--- src/rtl/knn_local_sp_mem_arbiter_if.sv ---
// Bundles the loader write stream, the distance-engine read request/response streams
// and the single-port search-space buffer port shared by knn_local_sp_mem_arbiter.
interface knn_local_sp_mem_arbiter_if #(
    parameter int DATA_WIDTH = 256,
    parameter int ADDR_WIDTH = 11
);
    logic                  wr_valid;
    logic                  wr_ready;
    logic [ADDR_WIDTH-1:0] wr_addr;
    logic [DATA_WIDTH-1:0] wr_data;

    logic                  rd_req_valid;
    logic                  rd_req_ready;
    logic [ADDR_WIDTH-1:0] rd_req_addr;

    logic                  rd_resp_valid;
    logic                  rd_resp_ready;
    logic [DATA_WIDTH-1:0] rd_resp_data;

    logic [ADDR_WIDTH-1:0] mem_address0;
    logic                  mem_ce0;
    logic                  mem_we0;
    logic [DATA_WIDTH-1:0] mem_d0;
    logic [DATA_WIDTH-1:0] mem_q0;

    logic                  err_oob;

    // Master is the surrounding system: producer/consumer streams plus the buffer's q0.
    modport master (
        output wr_valid, wr_addr, wr_data,
        output rd_req_valid, rd_req_addr, rd_resp_ready,
        output mem_q0,
        input  wr_ready, rd_req_ready, rd_resp_valid, rd_resp_data,
        input  mem_address0, mem_ce0, mem_we0, mem_d0, err_oob
    );

    modport slave (
        input  wr_valid, wr_addr, wr_data,
        input  rd_req_valid, rd_req_addr, rd_resp_ready,
        input  mem_q0,
        output wr_ready, rd_req_ready, rd_resp_valid, rd_resp_data,
        output mem_address0, mem_ce0, mem_we0, mem_d0, err_oob
    );
endinterface

--- src/rtl/knn_local_sp_mem_arbiter.sv ---
// Round-robin arbiter sharing one single-port search-space buffer between a write stream
// and a credit-limited read stream whose in-order responses drain through a small FIFO.
module knn_local_sp_mem_arbiter #(
    parameter int DATA_WIDTH = 256,
    parameter int ADDR_WIDTH = 11,
    parameter int ADDR_RANGE = 2048,
    parameter int RD_LATENCY = 1,
    parameter int RESP_DEPTH = 4
) (
    input logic                       clk,
    input logic                       reset,
    knn_local_sp_mem_arbiter_if.slave arb
);
    localparam int          CW      = $clog2(RESP_DEPTH) + 1;
    localparam int          PW      = $clog2(RESP_DEPTH);
    localparam int unsigned RANGE_U = ADDR_RANGE;

    typedef enum logic {
        GRANT_WRITE = 1'b0,
        GRANT_READ  = 1'b1
    } grant_e;

    grant_e                last_grant_q, last_grant_d;
    logic [RD_LATENCY-1:0] pipe_valid_q, pipe_valid_d;
    logic [RD_LATENCY-1:0] pipe_oob_q, pipe_oob_d;
    logic [CW-1:0]         fifo_count_q, fifo_count_d;
    logic [CW-1:0]         inflight;
    logic [PW-1:0]         rd_ptr_q, rd_ptr_d;
    logic [PW-1:0]         wr_ptr_q, wr_ptr_d;
    logic [DATA_WIDTH-1:0] fifo_mem_q [RESP_DEPTH];
    logic                  err_oob_q, err_oob_d;

    logic                  wr_oob, rd_oob;
    logic                  rd_ok, rd_eligible;
    logic                  grant_wr, grant_rd;
    logic                  push, pop, resp_valid;
    logic [DATA_WIDTH-1:0] push_data;

    assign wr_oob = 32'(arb.wr_addr) >= RANGE_U;
    assign rd_oob = 32'(arb.rd_req_addr) >= RANGE_U;

    always_comb begin
        inflight = '0;
        for (int i = 0; i < RD_LATENCY; i++) begin
            inflight = inflight + CW'(pipe_valid_q[i]);
        end
    end

    // Credits come from start-of-cycle occupancy, so a pop this cycle frees nothing until next cycle.
    assign rd_ok       = ({1'b0, fifo_count_q} + {1'b0, inflight}) < (CW + 1)'(RESP_DEPTH);
    assign rd_eligible = arb.rd_req_valid && rd_ok;

    always_comb begin
        grant_wr = 1'b0;
        grant_rd = 1'b0;
        if (!reset) begin
            if (arb.wr_valid && rd_eligible) begin
                if (last_grant_q == GRANT_READ) begin
                    grant_wr = 1'b1;
                end else begin
                    grant_rd = 1'b1;
                end
            end else begin
                grant_wr = arb.wr_valid;
                grant_rd = rd_eligible;
            end
        end
    end

    // OOB requests are still accepted but never reach the buffer.
    always_comb begin
        arb.mem_ce0      = 1'b0;
        arb.mem_we0      = 1'b0;
        arb.mem_address0 = '0;
        arb.mem_d0       = '0;
        if (grant_wr) begin
            arb.mem_ce0      = !wr_oob;
            arb.mem_we0      = !wr_oob;
            arb.mem_address0 = arb.wr_addr;
            arb.mem_d0       = arb.wr_data;
        end else if (grant_rd) begin
            arb.mem_ce0      = !rd_oob;
            arb.mem_address0 = arb.rd_req_addr;
        end
    end

    assign resp_valid        = !reset && (fifo_count_q != '0);
    assign pop               = resp_valid && arb.rd_resp_ready;
    assign push              = pipe_valid_q[RD_LATENCY-1];
    assign push_data         = pipe_oob_q[RD_LATENCY-1] ? '0 : arb.mem_q0;

    assign arb.wr_ready      = grant_wr;
    assign arb.rd_req_ready  = grant_rd;
    assign arb.rd_resp_valid = resp_valid;
    assign arb.rd_resp_data  = fifo_mem_q[rd_ptr_q];
    assign arb.err_oob       = err_oob_q;

    always_comb begin
        last_grant_d = last_grant_q;
        if (grant_wr) begin
            last_grant_d = GRANT_WRITE;
        end else if (grant_rd) begin
            last_grant_d = GRANT_READ;
        end

        pipe_valid_d    = '0;
        pipe_oob_d      = '0;
        pipe_valid_d[0] = grant_rd;
        pipe_oob_d[0]   = grant_rd && rd_oob;
        for (int i = 1; i < RD_LATENCY; i++) begin
            pipe_valid_d[i] = pipe_valid_q[i-1];
            pipe_oob_d[i]   = pipe_oob_q[i-1];
        end

        wr_ptr_d     = push ? wr_ptr_q + PW'(1) : wr_ptr_q;
        rd_ptr_d     = pop  ? rd_ptr_q + PW'(1) : rd_ptr_q;
        fifo_count_d = fifo_count_q + CW'(push) - CW'(pop);
        err_oob_d    = err_oob_q || (grant_wr && wr_oob) || (grant_rd && rd_oob);
    end

    always_ff @(posedge clk) begin
        if (reset) begin
            last_grant_q <= GRANT_READ;
            pipe_valid_q <= '0;
            pipe_oob_q   <= '0;
            fifo_count_q <= '0;
            rd_ptr_q     <= '0;
            wr_ptr_q     <= '0;
            err_oob_q    <= 1'b0;
        end else begin
            last_grant_q <= last_grant_d;
            pipe_valid_q <= pipe_valid_d;
            pipe_oob_q   <= pipe_oob_d;
            fifo_count_q <= fifo_count_d;
            rd_ptr_q     <= rd_ptr_d;
            wr_ptr_q     <= wr_ptr_d;
            err_oob_q    <= err_oob_d;
        end
    end

    always_ff @(posedge clk) begin
        if (!reset && push) begin
            fifo_mem_q[wr_ptr_q] <= push_data;
        end
    end

    fifo_no_overflow: assert property (@(posedge clk) disable iff (reset)
        !(push && !pop && (fifo_count_q == CW'(RESP_DEPTH))));
endmodule
--- src/flat_wrapper.sv ---
// flat-port wrapper written by rule: the top's interface ports become plain ports
module knn_local_sp_mem_arbiter_flat 
#(
    parameter int DATA_WIDTH = 256,
    parameter int ADDR_WIDTH = 11,
    parameter int ADDR_RANGE = 2048,
    parameter int RD_LATENCY = 1,
    parameter int RESP_DEPTH = 4
)
  (clk, reset, arb_wr_valid, arb_wr_addr, arb_wr_data, arb_rd_req_valid, arb_rd_req_addr, arb_rd_resp_ready, arb_mem_q0, arb_wr_ready, arb_rd_req_ready, arb_rd_resp_valid, arb_rd_resp_data, arb_mem_address0, arb_mem_ce0, arb_mem_we0, arb_mem_d0, arb_err_oob);
  knn_local_sp_mem_arbiter_if #(.DATA_WIDTH(DATA_WIDTH), .ADDR_WIDTH(ADDR_WIDTH)) arb_i ();
  input logic clk;
  input logic reset;
  input wire logic [$bits(arb_i.wr_valid)-1:0] arb_wr_valid;
  input wire logic [$bits(arb_i.wr_addr)-1:0] arb_wr_addr;
  input wire logic [$bits(arb_i.wr_data)-1:0] arb_wr_data;
  input wire logic [$bits(arb_i.rd_req_valid)-1:0] arb_rd_req_valid;
  input wire logic [$bits(arb_i.rd_req_addr)-1:0] arb_rd_req_addr;
  input wire logic [$bits(arb_i.rd_resp_ready)-1:0] arb_rd_resp_ready;
  input wire logic [$bits(arb_i.mem_q0)-1:0] arb_mem_q0;
  output wire logic [$bits(arb_i.wr_ready)-1:0] arb_wr_ready;
  output wire logic [$bits(arb_i.rd_req_ready)-1:0] arb_rd_req_ready;
  output wire logic [$bits(arb_i.rd_resp_valid)-1:0] arb_rd_resp_valid;
  output wire logic [$bits(arb_i.rd_resp_data)-1:0] arb_rd_resp_data;
  output wire logic [$bits(arb_i.mem_address0)-1:0] arb_mem_address0;
  output wire logic [$bits(arb_i.mem_ce0)-1:0] arb_mem_ce0;
  output wire logic [$bits(arb_i.mem_we0)-1:0] arb_mem_we0;
  output wire logic [$bits(arb_i.mem_d0)-1:0] arb_mem_d0;
  output wire logic [$bits(arb_i.err_oob)-1:0] arb_err_oob;
  assign arb_i.wr_valid = arb_wr_valid;
  assign arb_i.wr_addr = arb_wr_addr;
  assign arb_i.wr_data = arb_wr_data;
  assign arb_i.rd_req_valid = arb_rd_req_valid;
  assign arb_i.rd_req_addr = arb_rd_req_addr;
  assign arb_i.rd_resp_ready = arb_rd_resp_ready;
  assign arb_i.mem_q0 = arb_mem_q0;
  assign arb_wr_ready = arb_i.wr_ready;
  assign arb_rd_req_ready = arb_i.rd_req_ready;
  assign arb_rd_resp_valid = arb_i.rd_resp_valid;
  assign arb_rd_resp_data = arb_i.rd_resp_data;
  assign arb_mem_address0 = arb_i.mem_address0;
  assign arb_mem_ce0 = arb_i.mem_ce0;
  assign arb_mem_we0 = arb_i.mem_we0;
  assign arb_mem_d0 = arb_i.mem_d0;
  assign arb_err_oob = arb_i.err_oob;
  knn_local_sp_mem_arbiter #(.DATA_WIDTH(DATA_WIDTH), .ADDR_WIDTH(ADDR_WIDTH), .ADDR_RANGE(ADDR_RANGE), .RD_LATENCY(RD_LATENCY), .RESP_DEPTH(RESP_DEPTH)) u_core (.clk(clk), .reset(reset), .arb(arb_i));
endmodule
--- config.mk ---
export PLATFORM = sky130hd
export DESIGN_NAME = knn_local_sp_mem_arbiter_flat
export DESIGN_NICKNAME = d
export VERILOG_FILES = /design/src/rtl/knn_local_sp_mem_arbiter_if.sv /design/src/rtl/knn_local_sp_mem_arbiter.sv /design/src/flat_wrapper.sv
export SDC_FILE = /design/constraint.sdc
export NUM_CORES = 1
export LEC_CHECK = 0
export CAP_MARGIN = 20
export CORE_AREA = 2 2 416 418
export CTS_BUF_LIST = sky130_fd_sc_hd__clkbuf_4
export DETAILED_ROUTE_END_ITERATION = 7
export DIE_AREA = 0 0 418 420
export SLEW_MARGIN = 20
export SYNTH_ARGS = -nofsm -noshare
export SYNTH_HDL_FRONTEND = slang
export SYNTH_SLANG_ARGS = --single-unit
--- constraint.sdc ---
create_clock -name clk -period 11.1 [get_ports clk]
set_input_delay 3.33 -clock clk [delete_from_list [all_inputs] [get_ports clk]]
set_output_delay 3.33 -clock clk [all_outputs]
set_load 0.01 [all_outputs]
==> results of run 1 <==
-- through the flow --
step	cell area (µm²)	utilization	std cells	hold slack, ns	total power [µW]
after global placement	52630	0.3078	4932	0.4535	6216
after CTS	55960	0.3273	5391	0.4605	9504
after global routing	56070	0.3280	5435	0.4743	9764
after detailed placement	52630	0.3078	4932	0.4473	6212
final	56290	0.3292	5522	0.4565	9370
after floorplan	39360	-	1698	0.4266	5151
-- power breakdown --
| part | switching, µW | total, µW | internal [µW] | leakage, µW |
|---|---|---|---|---|
| sequential | 32.2 | 4390 | 4360 | 0.00932 |
| combinational | 871 | 1720 | 848 | 0.00648 |
| clock | 1530 | 3260 | 1730 | 0.00202 |
-- how the worst min path moves through the flow --
| stage | startpoint | end | slack (ns) | cells after the start |
|---|---|---|---|---|
| after CTS | u_core.rd_ptr_q[1]$_SDFFE_PP0P_ | register | 0.46 | 1 |
| after floorplan | u_core.rd_ptr_q[1]$_SDFFE_PP0P_ | register | 0.43 | 1 |
| after global placement | u_core.rd_ptr_q[1]$_SDFFE_PP0P_ | register | 0.45 | 1 |
| after detailed placement | u_core.rd_ptr_q[1]$_SDFFE_PP0P_ | register | 0.45 | 1 |
| final | u_core.rd_ptr_q[1]$_SDFFE_PP0P_ | register | 0.46 | 1 |
| after global routing | u_core.rd_ptr_q[1]$_SDFFE_PP0P_ | register | 0.47 | 1 |
-- area by class of cell --
class,count,share of cell area
tap,2233,0.04964
inverter,7,0.0004668
clock inverter,55,0.005246
sequential,1035,0.5503
timing repair buffer,1093,0.1957
clock buffer,404,0.05388
multi-input combinational,564,0.1389
antenna,131,0.005824
-- logic make-up (layout without fill, tap and decap cells) --
kind of cell	after synthesis	after routing	synth area share
flip-flops	1035	1035	0.7868
buffers and inverters	99	1559	0.01554
other	1	132	0.00009527
adder cells (fa/ha/maj)	8	8	0.002734
AND/OR/NAND/NOR	275	275	0.04314
AO/OA/AOI/OAI	19	19	0.004037
multiplexers	258	258	0.1470
XOR/XNOR	3	3	0.0006677
-- synth_stat cells --
cell / n / area share
inv_1: 7 / 0.00067
nand2_1: 2 / 0.00019
and2_1: 256 / 0.041
o21ai_0: 1 / 0.00013
a21oi_1: 2 / 0.00025
buf_6: 25 / 0.0072
a211oi_1: 2 / 0.00038
a22o_1: 11 / 0.0024
ha_1: 7 / 0.0022
buf_4: 4 / 0.00076
nor2_1: 7 / 0.00067
nor3b_1: 1 / 0.00019
buf_2: 29 / 0.0037
clkbuf_1: 22 / 0.0021
mux2i_1: 2 / 0.00051
fa_1: 1 / 0.00051
mux4_2: 256 / 0.15
and3_1: 4 / 0.00064
xnor2_1: 3 / 0.00067
conb_1: 1 / 0.000095
buf_1: 11 / 0.0010
nand3_1: 1 / 0.00013
o211ai_1: 1 / 0.00019
o211a_1: 1 / 0.00025
nor3_1: 1 / 0.00013
a2bb2oi_2: 1 / 0.00038
nor2b_1: 2 / 0.00032
dfxtp_1: 11 / 0.0056
clkbuf_2: 1 / 0.00013
edfxtp_1: 1024 / 0.78
nand3b_1: 1 / 0.00019
-- state kept, by name, summed over array words and instances, names as in the netlist, named ones only --
name / cells
u_core.fifo_count_q: 3
u_core.rd_ptr_q: 2
u_core.pipe_valid_q: 1
u_core.last_grant_q: 1
u_core.fifo_mem_q: 1024
u_core.wr_ptr_q: 2
-- worst reg2reg max path: cells and delay by family, from the launching register on --
family	cells	cell delay (ns)
flip-flops	1	0.55
AND/OR/NAND/NOR	1	0.72
buffers and inverters	1	0.86
-- layer usage --
metal | vias to the layer above | share of wire
met5 | - | 0.00070
met4 | 22 | 0.021
met3 | 404 | 0.077
met2 | 1379 | 0.48
met1 | 12270 | 0.42
li1 | 9892 | -
==> flow_summary_export.csv, run 1 <==
group,metric,value,unit
status,status,"complete, no violations",
power,irDropWorstVdd,140.3,µV
worst_setup_path,start_kind,"input port",
drt,vias_per_cell,4.341,
global_routing,grt.overflow.total,0,
final_layout,final_cell_mix,"clkdlybuf4s50_1, edfxtp_1, clkbuf_4",
synth,syn_avg_cell_area,23.18,µm²
timing,post-route-period-util,0.8806,
timing,worst_pin_slew,1.033,ns
worst_setup_path,r2r_end,"u_core.fifo_mem_q[0][93]$_DFFE_PP_",
synth,synth.cell_area,39360,µm²
clock_network,postCtsHoldBufs,0,
timing,slew_headroom,0.3115,
global_routing,grt_start_max_net_pins,112,
floorplan,die_h,420,µm
worst_setup_path,endpoint,"arb_mem_d0[114]",
synth,synth_cell_types,31,
worst_setup_path,worstPathArrival,6.45,ns
drt,drtAntennaViolNets,0,
floorplan,coreArea,171000,µm²
timing,drv_slew,0,
timing,rsz0062_at_grt,"false",
worst_setup_path,cp_slowest_cell,"clkdlybuf4s50_1",
final_layout,seqCellArea,30980,µm²
final_layout,area_growth,43.01,%
timing,clock_skew,0.1163,ns
floorplan,start_util,0.2302,
worst_hold_path,min_path_type,"register to register",
clock_network,clkTransAtPathRegs,0.06,ns
worst_setup_path,r2r_start,"u_core.pipe_valid_q$_SDFF_PP0_",
clock_network,clockBufferDepth,4,
timing,setup_violations,0,
synth,ys_warn_count,0,
worst_setup_path,crit_cells,7,
worst_setup_path,r2r_setup_slack,8.41,ns
timing,hold_viol_final,0,
drt,via_count,23970,
global_routing,antenna_found_initial,184,
drt,wl_per_cell,39.47,µm
run,max_cap_violations,0,
synth,synthesis.nets,2245,
worst_setup_path,cpMostUsedCell,"clkdlybuf4s50_1",
power,power_per_cell_area,166.5,nW/µm²
final_layout,drive_gt1_frac,0.2270,
final_layout,final_common_cell,"clkdlybuf4s50_1",
synth,post_synth_inst_count,1698,
clock_network,cts_made_buffers,294,
timing,fmax,102.3,MHz
global_routing,busiest_layer,"met2",
final_layout,multi_input_area,7820,µm²
power,p_leak,0.01782,µW
worst_setup_path,crit_buf_inv,3,
drt,first_pass_iters,5,
floorplan,pin_count,1068,
timing,setup_tns,0,ns
final_layout,nets,3542,
synth,ys_ff_latch,1035,
global_routing,grt_pass1_wl,268400,µm
worst_setup_path,end_kind,"output pin",
worst_setup_path,crit_start,"arb_rd_req_valid",
worst_setup_path,critical-path-max-stage-delay,0.79,ns
worst_setup_path,critPathKind,"input port to output pin",
drt,drc,0,
clock_network,cts_tree,"yes",
global_routing,grtUsageMet3,0.06299,
floorplan,die-area,175600,µm²
floorplan,die_w,418,µm
timing,worst_slack,1.325,ns
worst_setup_path,cp.required,7.77,ns
global_routing,gr-usage-met2,0.3973,
clock_network,htreeDepth,5,
worst_setup_path,crit_family,"buffers and inverters",
worst_setup_path,worstPathMaxFanout,100,
drt,finalWirelength,217900,µm
final_layout,fill_cells,16480,
clock_network,cts_sinks,1035,
clock_network,cts_resized,0,
clock_network,clock_latency,1.24,ns
clock_network,cts_setup_buffers,0,
place,dpl.hpwl,178400,µm
floorplan,rows,152,
place,portBuffers,1066,
clock_network,cts_root_buf,"clkbuf_4",
place,dpl_worst_slack,1.287,ns
timing,period_needed,9.775,ns
drt,drt_iter0_markers,2094,
place,routabilityCongestion,1.076,
worst_setup_path,path_cells,"clkdlybuf4s50_1 > nor2b_1 > a2bb2oi_2 > o211a_4 > buf_12 > and2_1 > clkdlybuf4s50_1",
global_routing,grtUsageMet1,0.3223,
worst_setup_path,reg2reg_depth,2,
global_routing,grt_pass1_vias,24080,
global_routing,track_usage,0.2438,
synth,seq_area_frac_synth,0.7868,
Power figures use the tool's default switching activity.
==> inputs of run 2 (changes only) <==
- CORE_AREA: 2 2 416 418 -> 2 2 412 414
- DIE_AREA: 0 0 418 420 -> 0 0 414 416
- clock period: 11.1 -> 12.3 ns (I/O delays scaled with it)
==> flow_summary_export.csv, run 2 (same netlist as run 1, synthesis figures left out) <==
group,metric,value,unit
clock_network,postCtsHoldBufs,0,
clock_network,cts_sinks,1035,
global_routing,grt_pass1_vias,24050,
global_routing,antenna_found_initial,171,
final_layout,largest-register,"u_core.fifo_mem_q",
drt,vias_per_cell,4.355,
floorplan,die_h,416,µm
clock_network,cts_resized,0,
final_layout,biggestRegsByFlops,"u_core.fifo_mem_q: 1024 flops, u_core.fifo_count_q: 3 flops",
power,power_per_cell_area,148.9,nW/µm²
worst_setup_path,cp.required,8.61,ns
worst_setup_path,end_kind,"output pin",
timing,hold_viol_final,0,
floorplan,coreArea,168100,µm²
floorplan,start_util,0.2341,
timing,clock_skew,0.06986,ns
worst_setup_path,start_kind,"input port",
place,routabilityCongestion,1.101,
global_routing,track_usage,0.2249,
drt,drtAntennaViolNets,0,
final_layout,nets,3531,
drt,via_count,24060,
worst_setup_path,worstPathArrival,7.04,ns
final_layout,final_common_cell,"clkdlybuf4s50_1",
power,irDropWorstVdd,99.66,µV
place,dpl.hpwl,154500,µm
timing,worst_pin_slew,1.183,ns
clock_network,cts_root_buf,"clkbuf_4",
clock_network,clockBufferDepth,4,
timing,drv_slew,0,
drt,first_pass_iters,7,
worst_setup_path,critPathKind,"input port to output pin",
timing,period_needed,10.73,ns
final_layout,largest_reg_flops,1024,
final_layout,final_cell_mix,"clkdlybuf4s50_1, edfxtp_1, clkbuf_4",
global_routing,grt_start_max_net_pins,132,
final_layout,area_growth,42.93,%
final_layout,fill_cells,16290,
final_layout,drive_gt1_frac,0.2218,
final_layout,seqCellArea,30980,µm²
drt,finalWirelength,198200,µm
drt,wl_per_cell,35.86,µm
timing,setup_violations,0,
timing,rsz0062_at_grt,"false",
timing,worst_slack,1.575,ns
place,dpl_worst_slack,1.688,ns
drt,drc,0,
floorplan,pin_count,1068,
status,status,"complete, no violations",
floorplan,die-area,172200,µm²
clock_network,cts_made_buffers,293,
timing,setup_tns,0,ns
global_routing,grt_pass1_wl,249300,µm
clock_network,cts_tree,"yes",
worst_setup_path,worstPathMaxFanout,131,
place,portBuffers,1066,
timing,slew_headroom,0.2114,
floorplan,rows,151,
global_routing,grt.overflow.total,0,
timing,fmax,93.24,MHz
drt,drt_iter0_markers,2110,
clock_network,cts_setup_buffers,0,
timing,post-route-period-util,0.8720,
floorplan,die_w,414,µm
clock_network,htreeDepth,5,
clock_network,clock_latency,1.24,ns
final_layout,multi_input_area,7820,µm²
power,p_leak,0.01774,µW
clock_network,clkTransAtPathRegs,0.06,ns
run,max_cap_violations,0,
worst_hold_path,min_path_type,"register to register",
## run 2: cell count changes in the layout (fill, tap and decap cells not counted), moves of 2 or more
cell	before	now
bufinv_16	3	1
clkdlybuf4s50_1	1063	1066
clkbuf_4	404	402
buf_4	18	2
buf_12	12	15
diode_2	131	156
clkinv_1	37	46
clkinv_2	8	5
## run 2: final timing paths
path,slack (ns),to,depth (start not counted),from
worst max-delay path,1.57,arb_mem_d0[199],7,reset
worst min-delay path,0.45,register,1,u_core.rd_ptr_q[1]$_SDFFE_PP0P_
worst max register to register,9.69,u_core.fifo_mem_q[0][30]$_DFFE_PP_,2,u_core.pipe_valid_q$_SDFF_PP0_
worst min register to register,0.45,register,1,u_core.rd_ptr_q[1]$_SDFFE_PP0P_
## run 2: final cells by class
cell class	instances	share of cell area
Tap cell	2218	0.04933
Clock buffer	402	0.05364
Timing Repair Buffer	1083	0.1953
Clock inverter	61	0.004737
Inverter	7	0.0004670
Sequential cell	1035	0.5506
Antenna cell	156	0.006939
Multi-Input combinational cell	564	0.1390
## run 2: power breakdown
group,internal (µW),switching (µW)
combinational,766,728
clock,1510,1400
sequential,3940,38.5
total,6210,2160
## run 2: worst max-delay path, cell delays in order
cell,delay (ns)
clkdlybuf4s50_1,0.63
buf_4,0.32
inv_1,0.20
o211a_4,0.59
buf_12,0.41
and2_1,0.22
clkdlybuf4s50_1,0.75
## run 2: metal layers
metal,GRT usage,wire [µm]
met1,0.2573,73250
met5,0,385
met3,0.09251,19310
met4,0.1079,7023
met2,0.3649,98210
## run 2: metrics by stage
| step | instances | power (µW) | area, µm² | hold slack [ns] | util |
|---|---|---|---|---|---|
| floorplan | 1698 | 4649 | 39360 | 0.4266 | - |
| global placement | 4907 | 5564 | 52580 | 0.4335 | 0.3127 |
| detailed placement | 4907 | 5562 | 52580 | 0.4410 | 0.3127 |
| CTS | 5370 | 8501 | 55860 | 0.4595 | 0.3322 |
| global route | 5477 | 8724 | 56140 | 0.4822 | 0.3338 |
| finish | 5526 | 8378 | 56260 | 0.4549 | 0.3346 |
